<file path="config.mk">
export PLATFORM = sky130hd
export DESIGN_NAME = gfx256_pixel_arbiter
export DESIGN_NICKNAME = d
export VERILOG_FILES = /design/src/rtl/gfx256_pkg.sv /design/src/rtl/gfx256_rr_pick.sv /design/src/rtl/gfx256_pixel_arbiter.sv
export SDC_FILE = /design/constraint.sdc
export NUM_CORES = 1
export LEC_CHECK = 0
export ABC_AREA = 1
export CAP_MARGIN = 20
export CELL_PAD_IN_SITES_DETAIL_PLACEMENT = 0
export CELL_PAD_IN_SITES_GLOBAL_PLACEMENT = 2
export CORE_AREA = 2 2 662 664
export DETAILED_ROUTE_END_ITERATION = 10
export DIE_AREA = 0 0 664 666
export GPL_ROUTABILITY_DRIVEN = 0
export GPL_TIMING_DRIVEN = 0
export PLACE_DENSITY_LB_ADDON = 0.1
export SETUP_SLACK_MARGIN = 0.4
export SLEW_MARGIN = 10
export SYNTH_ARGS = -nofsm -noshare
export SYNTH_HDL_FRONTEND = slang
export SYNTH_HIERARCHICAL = 1
export SYNTH_SLANG_ARGS = --single-unit
</file>
<file path="constraint.sdc">
create_clock -name clk_i -period 2.8 [get_ports clk_i]
set_input_delay 0.42 -clock clk_i [delete_from_list [all_inputs] [get_ports clk_i]]
set_output_delay 0.42 -clock clk_i [all_outputs]
set_load 0.005 [all_outputs]
</file>
<file path="src/rtl/gfx256_pkg.sv">
// Shared types and defaults for the gfx256 pixel pipeline arbiters.
package gfx256_pkg;

  localparam int unsigned DefaultTimeout = 1024;

  typedef enum logic [1:0] {
    IDLE  = 2'd0,
    ISSUE = 2'd1,
    WAIT  = 2'd2,
    DONE  = 2'd3
  } arb_state_e;

endpackage

</file>
<file path="src/rtl/gfx256_rr_pick.sv">
// Combinational round-robin picker: first set request after index `last`, wrapping.
module gfx256_rr_pick #(
  parameter int unsigned NREQ = 4
) (
  input  logic [NREQ-1:0]         req,
  input  logic [$clog2(NREQ)-1:0] last,
  output logic [$clog2(NREQ)-1:0] winner,
  output logic                    valid
);

  localparam int unsigned IW = $clog2(NREQ);

  logic [2*NREQ-1:0] dbl;
  logic [IW-1:0]     start;
  logic [NREQ-1:0]   rot;

  // Doubling the vector turns the wrap-around search into a plain window select.
  always_comb begin
    dbl    = {req, req};
    start  = (int'(last) == int'(NREQ) - 1) ? '0 : last + 1'b1;
    rot    = dbl[start +: NREQ];
    winner = '0;
    valid  = 1'b0;
    for (int i = int'(NREQ) - 1; i >= 0; i--) begin
      if (rot[i]) begin
        winner = IW'((int'(start) + i) % int'(NREQ));
        valid  = 1'b1;
      end
    end
  end

endmodule

</file>
<file path="src/rtl/gfx256_pixel_arbiter.sv">
// Round-robin arbiter sharing one gfx256 pixel renderer between NREQ pixel sources.
module gfx256_pixel_arbiter
  import gfx256_pkg::*;
#(
  parameter int unsigned NREQ        = 4,
  parameter int unsigned point_width = 16,
  parameter int unsigned TIMEOUT     = DefaultTimeout
) (
  input  logic                        clk_i,
  input  logic                        rst_i,
  input  logic [NREQ-1:0]             req_i,
  input  logic [NREQ*point_width-1:0] req_x_i,
  input  logic [NREQ*point_width-1:0] req_y_i,
  input  logic [NREQ*point_width-1:0] req_z_i,
  input  logic [NREQ*32-1:0]          req_color_i,
  input  logic [NREQ-1:0]             req_zen_i,
  input  logic [NREQ-1:0]             req_strip_i,
  input  logic [NREQ*256-1:0]         req_strip_color_i,
  output logic [NREQ-1:0]             gnt_o,
  output logic [NREQ-1:0]             done_o,
  output logic                        err_o,
  output logic                        busy_o,
  output logic [point_width-1:0]      pixel_x_o,
  output logic [point_width-1:0]      pixel_y_o,
  output logic [point_width-1:0]      pixel_z_o,
  output logic [31:0]                 color_o,
  output logic                        zbuffer_enable_o,
  output logic                        strip_o,
  output logic [255:0]                strip_color_o,
  output logic                        write_o,
  input  logic                        ack_i
);

  localparam int unsigned IW = $clog2(NREQ);
  localparam int unsigned TW = $clog2(TIMEOUT);

  arb_state_e    state;
  logic [IW-1:0] last;
  logic [IW-1:0] cur;
  logic [TW-1:0] timer;
  logic [IW-1:0] win;
  logic          win_valid;

  gfx256_rr_pick #(
    .NREQ(NREQ)
  ) u_pick (
    .req   (req_i),
    .last  (last),
    .winner(win),
    .valid (win_valid)
  );

  always_ff @(posedge clk_i) begin
    if (rst_i) begin
      state            <= IDLE;
      last             <= IW'(NREQ - 1);
      cur              <= '0;
      timer            <= '0;
      gnt_o            <= '0;
      done_o           <= '0;
      err_o            <= 1'b0;
      busy_o           <= 1'b0;
      write_o          <= 1'b0;
      pixel_x_o        <= '0;
      pixel_y_o        <= '0;
      pixel_z_o        <= '0;
      color_o          <= '0;
      zbuffer_enable_o <= 1'b0;
      strip_o          <= 1'b0;
      strip_color_o    <= '0;
    end else begin
      // Strobes default low so each is a single-cycle pulse.
      done_o  <= '0;
      err_o   <= 1'b0;
      write_o <= 1'b0;
      unique case (state)
        IDLE: begin
          if (win_valid) begin
            cur              <= win;
            gnt_o            <= NREQ'(1) << win;
            pixel_x_o        <= req_x_i[win*point_width +: point_width];
            pixel_y_o        <= req_y_i[win*point_width +: point_width];
            pixel_z_o        <= req_z_i[win*point_width +: point_width];
            color_o          <= req_color_i[win*32 +: 32];
            zbuffer_enable_o <= req_zen_i[win];
            strip_o          <= req_strip_i[win];
            strip_color_o    <= req_strip_color_i[win*256 +: 256];
            write_o          <= 1'b1;
            busy_o           <= 1'b1;
            state            <= ISSUE;
          end
        end
        ISSUE: begin
          timer <= '0;
          state <= WAIT;
        end
        WAIT: begin
          timer <= timer + 1'b1;
          // Ack takes priority over a simultaneous timeout.
          if (ack_i) begin
            last   <= cur;
            done_o <= gnt_o;
            state  <= DONE;
          end else if (timer == TW'(TIMEOUT - 1)) begin
            last   <= cur;
            done_o <= gnt_o;
            err_o  <= 1'b1;
            state  <= DONE;
          end
        end
        DONE: begin
          gnt_o  <= '0;
          busy_o <= 1'b0;
          state  <= IDLE;
        end
        default: state <= IDLE;
      endcase
    end
  end

endmodule

</file>
# After elaboration in Yosys (flattened, before gate mapping)
# Cells that the tools add are included.
[totals]
output_inout_bits = 349
rom_bits = 0
inputBits = 1359
wordCells = 77
ff_bits = 365
ram_bits = 0
memories = 0
latchBits = 0
[classes]
div_mod_pow = 0
n_mul = 0
n_reduce_logical = 11
eq_ne = 7
magnitude_cmp = 1
shifts = 7
bitwise_logic = 2
n_mux = 28
n_addsub = 5
[ops]
columns = ["op", "count"]
rows = [
  ["1024-bit by 11-bit variable part select with 256-bit output", 1],
  ["64-bit by 7-bit variable part select with 16-bit output", 3],
  ["128-bit by 8-bit variable part select with 32-bit output", 1],
  ["2-bit 2-to-1 mux", 10],
  ["10-bit case mux with 2 select lines", 1],
  ["4-bit 2-to-1 mux", 3],
  ["10-bit by 1-bit adder with 10-bit output (second input constant)", 1],
  ["10-bit equality test (second input constant)", 1],
  ["1-bit 2-to-1 mux", 9],
  ["2-bit case mux with 4 select lines", 1],
  ["4-bit case mux with 2 select lines", 1],
  ["2-bit AND reduction", 4],
  ["8-bit by 3-bit variable part select with 4-bit output", 1],
  ["2-bit nonzero test", 3],
  ["2-bit by 1-bit adder with 2-bit output (second input constant)", 2],
  ["2-bit adder (second input constant)", 2],
  ["1-bit binary-select mux with 2-bit select", 2],
  ["2-bit by 1-bit equality test with 1-bit output (second input constant)", 2],
  ["2-bit equality test (second input constant)", 2],
  ["2-bit OR reduction", 2],
  ["1-bit by 2-bit << shifter with 4-bit output (first input constant)", 1],
  ["2-bit by 3-bit less-than comparator with 1-bit output (second input constant)", 1],
  ["3-bit inequality test (second input constant)", 1],
  ["3-bit OR reduction", 1],
  ["other kinds (4)", 5],
]

# Logic depth before layout (Yosys ltp)
# Gate-level depths: netlist of run 1.
[depth]
depth_word = 10
depth_mapped = 18
ltp_nobuf = 16

# Hierarchy
# The synthesis of run 1 kept the hierarchy.
[modules_own_cells]
columns = ["mod", "area_each_um2", "n_inst", "seq_area_each_um2", "cells_per_inst"]
rows = [
  ["gfx256_pixel_arbiter", 19716.4, 1, 7307.0, 2951],
  ["gfx256_rr_pick", 231.5, 1, 0.0, 50],
]

# Least setup slack after synthesis of run 1
# OpenSTA, ideal clock, no wires.
[synth_path]
path_type = "flip-flop to flip-flop"
from = "register last[0]"
to = "register strip_color_o[23]"
slack_ps = 463
synth_period_minus_slack_ps = 2337
setup_time_ps = 119
n_path_buf = 2
required_ps = 2681
path_stages_with_launch = 16
arrival_time_ps = 2218
cell_sequence = "dfxtp_1 ha_1 inv_2 nand3_1 nand2_1 nand2_1 nand2_1 nor2_1 nor2_1 nor2_2 buf_2 buf_2 nand2_1 nand3_1 a211oi_1 nor2_1"
[synth_via]
elab_chain_cells = 8
elab_cells_between_ends = 17
cone_classes = "add/sub: 4; eq/ne: 1; shift: 2; mux: 9; reduce/logical: 1"
[synth_lines]
columns = ["item", "line_no", "text"]
rows = [
  ["start: declaration", "gfx256_pixel_arbiter.sv:38", "logic [IW-1:0] last;"],
  ["start signal: assignment", "gfx256_pixel_arbiter.sv:56", "last <= IW'(NREQ - 1);"],
  ["start signal: assignment", "gfx256_pixel_arbiter.sv:101", "last <= cur;"],
  ["start signal: assignment", "gfx256_pixel_arbiter.sv:105", "last <= cur;"],
  ["2-bit by 1-bit adder with 2-bit output or 2-bit by 1-bit equality test with 1-bit output (tied branches)", "gfx256_rr_pick.sv:20", "start = (int'(last) == int'(NREQ) - 1) ? '0 : last + 1'b1;"],
  ["2-bit 2-to-1 mux (*)", "gfx256_rr_pick.sv:20", ""],
  ["2-bit adder or 8-bit by 3-bit variable part select with 4-bit output (tied branches)", "gfx256_rr_pick.sv:26, gfx256_rr_pick.sv:21", ""],
  ["2-bit 2-to-1 mux (3 in a row)", "gfx256_rr_pick.sv:25", "if (rot[i]) begin"],
  ["2-bit 2-to-1 mux (*)", "gfx256_rr_pick.sv:25", ""],
  ["net win[0]", "gfx256_pixel_arbiter.sv:41", "logic [IW-1:0] win;"],
  ["1024-bit by 11-bit variable part select with 256-bit output (*)", "gfx256_pixel_arbiter.sv:87", "strip_color_o <= req_strip_color_i[win*256 +: 256];"],
  ["end signal: assignment", "gfx256_pixel_arbiter.sv:87", ""],
  ["end: declaration", "gfx256_pixel_arbiter.sv:29", "output logic [255:0] strip_color_o,"],
]
# The timed path passes the listed nets; every way through them passes the cells marked *.
# A chain may end at the register's enable or synchronous reset.

# Worst setup path after layout of run 1
[layout_path]
from = "register last[0]"
to = "register strip_color_o[238]"
# Same word-level chain as after synthesis.

==> results of run 1 <==
==> synthesized netlist by cell type (all sizes together), types with 6 or more instances <==
library cell / number / share of area (%)
a21oi: 182 / 4.6
a211oi: 123 / 4.6
nand2: 1072 / 20
a31oi: 50 / 1.6
nor2: 155 / 3.0
dfxtp: 365 / 37
nand3: 141 / 3.6
a22oi: 50 / 1.9
buf: 162 / 4.1
ha: 6 / 0.38
o21ai: 348 / 8.7
clkbuf: 100 / 1.9
inv: 75 / 1.4
a41oi: 165 / 7.2
==> state kept, by name, indices dropped and copies added, names as in the netlist, 2 cells and up <==
| signal | flops |
|---|---|
| state | 2 |
| last | 2 |
| pixel_x_o | 16 |
| pixel_y_o | 16 |
| done_o | 4 |
| timer | 10 |
| strip_color_o | 256 |
| pixel_z_o | 16 |
| gnt_o | 4 |
| color_o | 32 |
| cur | 2 |
==> per-layer routing <==
layer / up-vias / routed length (um)
li1: 14200 / -
met1: 15300 / 123000
met2: 1354 / 186000
met3: 560 / 25900
met4: 124 / 7590
met5: - / 785
==> worst min path at each step <==
stage                    start           end  slack, ps  cells after the start
global placement      timer[7]      timer[7]        440                      2
detailed placement    timer[7]      timer[7]        450                      2
CTS                 req_x_i[5]  pixel_x_o[5]         90                      3
floorplan             timer[7]      timer[7]        430                      2
finish              req_x_i[5]  pixel_x_o[5]        210                      3
global route             ack_i         err_o        160                      2
==> layout make-up <==
type / count / share of cell area, %
antenna: 55 / 0.267
sequential: 365 / 14.2
clock buffer: 108 / 4.17
clock inverter: 9 / 0.134
tap: 5757 / 14.0
timing repair buffer: 1776 / 35.5
buffer: 262 / 5.31
inverter: 76 / 0.591
multi-input combinational: 2298 / 25.8
==> worst register-to-register path, cell delays in order, from the launching register on <==
cell and delay [ps]:
dfxtp_4 360, ha_4 170, nor2_4 250, nand2_4 110, nand3_4 80, nand2_2 80, nand2_4 90, nand2_1 60
nor2_2 120, nor2_4 80, inv_2 80, nor2_4 50, buf_12 160, buf_16 200, buf_12 180, nand2_4 70
nand3_4 70, a211oi_4 410, nor2_1 100
==> repair_timing <==
item | 4_1_cts | 5_1_grt
buffers inserted | 31 | 11
resized for setup | 647 | 269
pin swaps | 65 | 71
endpoints found under the setup margin | 463 | 425
cloned | 13 | 5
hold buffers | 0 | 0
==> metrics by stage <==
step           TNS [ps]  cells  utilization (%)
6_report          -21.9  10700             11.8
5_1_grt          -11360  10700             11.8
4_1_cts            -225  10600             11.5
3_5_place_dp    -449010  10500             10.2
3_3_place_gp    -558670  10500             10.1
2_1_floorplan         0   3001                -
==> cell families (layout without fill, tap and decap cells) <==
family,after synthesis,count (layout),share of synthesized area [%]
AND/OR/NAND/NOR,1373,1373,26.9
AO/OA/AOI/OAI,919,919,28.7
flip-flops,365,365,36.6
buffers and inverters,338,2231,7.39
adder cells (fa/ha/maj),6,6,0.376
other,0,55,0
==> where the power goes <==
part / internal [uW] / switching (uW) / total, uW
Combinational: 15700 / 24200 / 39900
Sequential: 7810 / 2280 / 10100
Clock: 5260 / 3890 / 9150
Total: 28800 / 30400 / 59200
==> out/qor.txt, run 1 <==
Status: finished, violations left
Failing checks: setup timing
Core area: 436000 um2
Number of DRC markers in iteration 0: 1527
Final Setup Violations: 1
Mapped Cells: 3001
Pwr Density: 1150 nW/um2
Die area: 442000 um2
Clk sinks: 365
Area Growth Syn to Fin: 158%
Congestion Overflow GR: 0
Max Slew Vio Count: 0
H-tree depth: 3
Syn. warnings: 6
Antenna violations before repair: 269
Min Tclk post-route: 2820 ps
Row count: 243
Synthesized cell area: 19900 um2
Post-place setup slack: -1670 ps
Nets: 6218
Fraction of final layout cells sized beyond drive strength 1: 14.3%
WP data required: 3480 ps
CP top delay family: simple AND/OR/NAND/NOR gates
CTS tree: built
Port bufs: 1707
R2R Path Start: last[0]
Average routed wire per standard cell: 32.1 um
Fin crit share: 101%
Number of synthesized flops with an enable pin: 0
Max incr delay on CP: 410 ps
Routed Antenna Nets: 0
Drt via density: 2.95
Largest net degree at the start of global routing: 11
Crit path kind: reg -> reg
DP Area: 44400 um2
CP endpoint kind: register
Ys flop type: dfxtp_1
Post-Syn Nets: 4366
Worst setup margin: -21.9 ps
Area of the multi-input gates: 13300 um2
Die Y: 666 um
Fillers: 50400
Startpoint type of the worst setup path: register
Post-synthesis register bit count: 365
Initial Util: 4.58%
Crit-path max FO: 7
Syn avg cell area: 6.65 um2
Setup crit start: last[0]
GRT met3 Usage: 5.01%
Post-synth ARST share: 0%
Most frequent cells in the layout: clkdlybuf4s50_1, nand2_1, dfxtp_1
Synth unique cells: 28
GRT Total Usage: 14.9%
Root Driver: clkbuf_16
DP HPWL: 289 mm
Met2 Usage GRT: 29.0%
Crit path to: strip_color_o[238]
R2R depth: 18
Final wirelength: 343 mm
Cell Chain, Critical Path: ha_4 > nor2_4 > nand2_4 > nand3_4 > nand2_2 > nand2_4 > nand2_1 > nor2_2 > nor2_4 > inv_2 > nor2_4 > buf_12 > buf_16 > buf_12 > nand2_4 > nand3_4 > a211oi_4 > nor2_1
Buf+Inv Stages, Crit Path: 4
Slew Limit Headroom: 32.9%
Reg-to-Reg End: strip_color_o[238]
Levels on crit path: 18
Clk_lat worst skew: 820 ps
Num CTS Buffers: 74
Max IR drop VDD: 0.000355 V
CP arrival: 3500 ps
# DRC: 0
Hold Slack: 207 ps
DIE WIDTH: 664 um
Reg area: 7310 um2
Ports: 1708
DR vias: 31500
RSZ-0062 raised after global routing: yes
Grt peak-use layer: met2
Post-route cell area: 51500 um2
Max_cap viols: 0
Total power: 59200 uW
Leading cell type in the layout, fill and taps excluded: clkdlybuf4s50_1
Vias in the first global route: 33000
Clock buffer depth: 4
Met1 usage: 15.3%
First-pass GRT wire length: 419 mm
Clock transition at the registers of the reported paths: 60 ps
Pre-antenna DRT Iters: 5
Pleak: 0.0171 uW
Final hold vios: 0
Fmax: 0.354 GHz
R2R Setup Slk: -20 ps
Crit-path slowest cell: a211oi_4
Seq/Total Area, Yosys: 36.6%
Hold Path Class: in -> reg
Clock skew: 37.0 ps
Slew @ Worst Pin: 1010 ps
Note: power is estimated with default switching activity, not from simulation.
==> run 2: changes to the inputs <==
- SETUP_SLACK_MARGIN: 0.4 -> 0.5
- clock period: 2.8 -> 3.2 ns (I/O delays scaled with it)
==> run 2 against run 1 <==
  * The run now ends clean
  * Via count rose by 0.99%
  * Die area is the same
  * Sequential share of layout area decreased by 0.39 points
  * Cell count up 0.38%
  * Clock power down 12%
  * Fmax increased by 0.47%
  * Clock skew down 5.4 ps
  * Global-route usage down 0.10 points
  * Utilization grew 0.33 points
  * Worst hold slack improved by 58 ps
  * Largest power group unchanged
==> out/qor.txt, run 2 (synthesized netlist as in run 1, its figures left out) <==
Post-place setup slack: -1330 ps (+340 ps)
DIE WIDTH: 664 um (unchanged)
R2R Path Start: last[0]
Top reg by flops: strip_color_o
Clock buffer depth: 4 (unchanged)
Slew @ Worst Pin: 1040 ps (+37.2 ps)
Hold path depth: 3 (unchanged)
Core area: 436000 um2 (unchanged)
Fin crit share: 87.8% (-13 points)
R2R Setup Slk: 390 ps (+410 ps)
Average routed wire per standard cell: 32.2 um (+0.53%)
DP HPWL: 289 mm (unchanged)
Row count: 243 (unchanged)
CTS tree: built
Post-route cell area: 52900 um2 (+2.8%)
First-pass GRT wire length: 416 mm (-0.66%)
R2R depth: 15 (-3)
Ports: 1708 (unchanged)
Hold_buf cts: 0 (unchanged)
Startpoint type of the worst setup path: register
Hold Path Class: in -> reg
Final TNS setup: 0 ps (+21.9 ps)
Routed Antenna Nets: 0 (unchanged)
Clk_lat worst skew: 820 ps (about the same)
Clk sinks: 365 (unchanged)
Pwr Density: 1020 nW/um2 (-11%)
Vias in the first global route: 33000 (-0.18%)
Final Setup Violations: 0 (-1)
GRT Total Usage: 14.8% (-0.10 points)
Leading cell type in the layout, fill and taps excluded: clkdlybuf4s50_1
Min Tclk post-route: 2810 ps (-13.2 ps)
Slew Limit Headroom: 30.5% (-2.5 points)
Pre-antenna DRT Iters: 6 (+1)
Clock transition at the registers of the reported paths: 60 ps (about the same)
HP Start: req_x_i[5]
RSZ-0062 raised after global routing: yes
Area Growth Syn to Fin: 165%
Largest net degree at the start of global routing: 11 (unchanged)
Drt via density: 2.96 (+0.60%)
Initial Util: 4.58% (unchanged)
Nets: 6263 (+0.72%)
Worst setup margin: 391 ps (+413 ps)
Max IR drop VDD: 0.000305 V (-14%)
Max FFs per register: 256 (unchanged)
Clock skew: 31.6 ps (-5.37 ps)
Congestion Overflow GR: 0 (unchanged)
Inst Count DP: 10500 (unchanged)
Crit-path max FO: 10 (+3)
Fmax: 0.356 GHz (+0.47%)
H-tree depth: 3 (unchanged)
Die Y: 666 um (unchanged)
Antenna violations before repair: 275 (+2.2%)
Final wirelength: 346 mm (+0.92%)
Finished Layout Cells: 10700 (+0.38%)
CP arrival: 3490 ps (about the same)
Pleak: 0.0178 uW (+3.9%)
WP data required: 3880 ps (+400 ps)
Status: complete, no violations
Top Registers: strip_color_o (256), color_o (32)
Max Slew Vio Count: 0 (unchanged)
DR vias: 31900 (+0.99%)
Port bufs: 1707 (unchanged)
# DRC: 0 (unchanged)
Number of DRC markers in iteration 0: 1538 (+0.72%)
Final hold vios: 0 (unchanged)
Most frequent cells in the layout: clkdlybuf4s50_1, nand2_1, dfxtp_1
Fraction of final layout cells sized beyond drive strength 1: 16.6% (+2.3 points)
WHS Endpoint: pixel_x_o[5]
Max_cap viols: 0 (unchanged)
Crit path kind: reg -> reg
Die area: 442000 um2 (unchanged)
CP endpoint kind: register
Num CTS Buffers: 74 (unchanged)
Root Driver: clkbuf_16
DP Area: 44400 um2 (unchanged)
Reg-to-Reg End: strip_color_o[225]
run 2: worst max path at each step:
stage / startpoint / endpoint / cells past startpoint
after floorplan: last[0] / strip_color_o[23] / 15
after global placement: req_i[3] / strip_color_o[5] / 14
after detailed placement: req_i[3] / pixel_x_o[3] / 15
after CTS: last[0] / strip_color_o[71] / 17
after global routing: last[0] / strip_color_o[86] / 17
final: last[0] / strip_color_o[225] / 15
run 2: final cells by class:
cell class / instances / area [um2]
fill: 50300 / 383000
tap: 5757 / 7200
buffer: 262 / 2870
inverter: 76 / 300
clock buffer: 108 / 2150
antenna: 51 / 128
clock inverter: 9 / 68.8
multi-input combinational: 2298 / 13800
timing repair buffer: 1821 / 19100
sequential: 365 / 7310
run 2: timing repair:
| action | 4_1_cts | 5_1_grt |
|---|---|---|
| buffers inserted | 25 | 41 |
| endpoints found under the setup margin | 363 | 343 |
| pin swaps | 53 | 134 |
| gates cloned | 7 | 32 |
| resized for setup | 496 | 587 |
run 2: layer usage:
layer / global-route usage [%] / wire length [um]
met2: 28.8 / 187000
met4: 2.64 / 7400
met5: 0 / 823
met1: 15.1 / 125000
met3: 5.06 / 26400
run 2: where the power goes:
part	internal [uW]	switching, uW
logic	15100	22000
registers	6840	2000
clock network	4600	3400
run 2: critical path, cell delays in order, from the launching register on:
cell and delay [ps]:
dfxtp_4 360, ha_4 170, nor2_4 250, nand2_2 120, nand3_2 80, nand2_2 80
nand2_4 100, a21oi_4 60, nor2_4 160, buf_4 150, nor2_4 40, buf_12 150
clkbuf_16 180, buf_6 180, a211oi_4 480, nor2_1 100
run 2: stage by stage:
stage	hold slack [ps]	total power, uW	utilization [%]
after floorplan	426	17600	-
after global placement	441	38800	10.1
after detailed placement	446	38700	10.2
after CTS	150	51100	11.3
after global routing	219	57800	12.1
final	265	54000	12.1
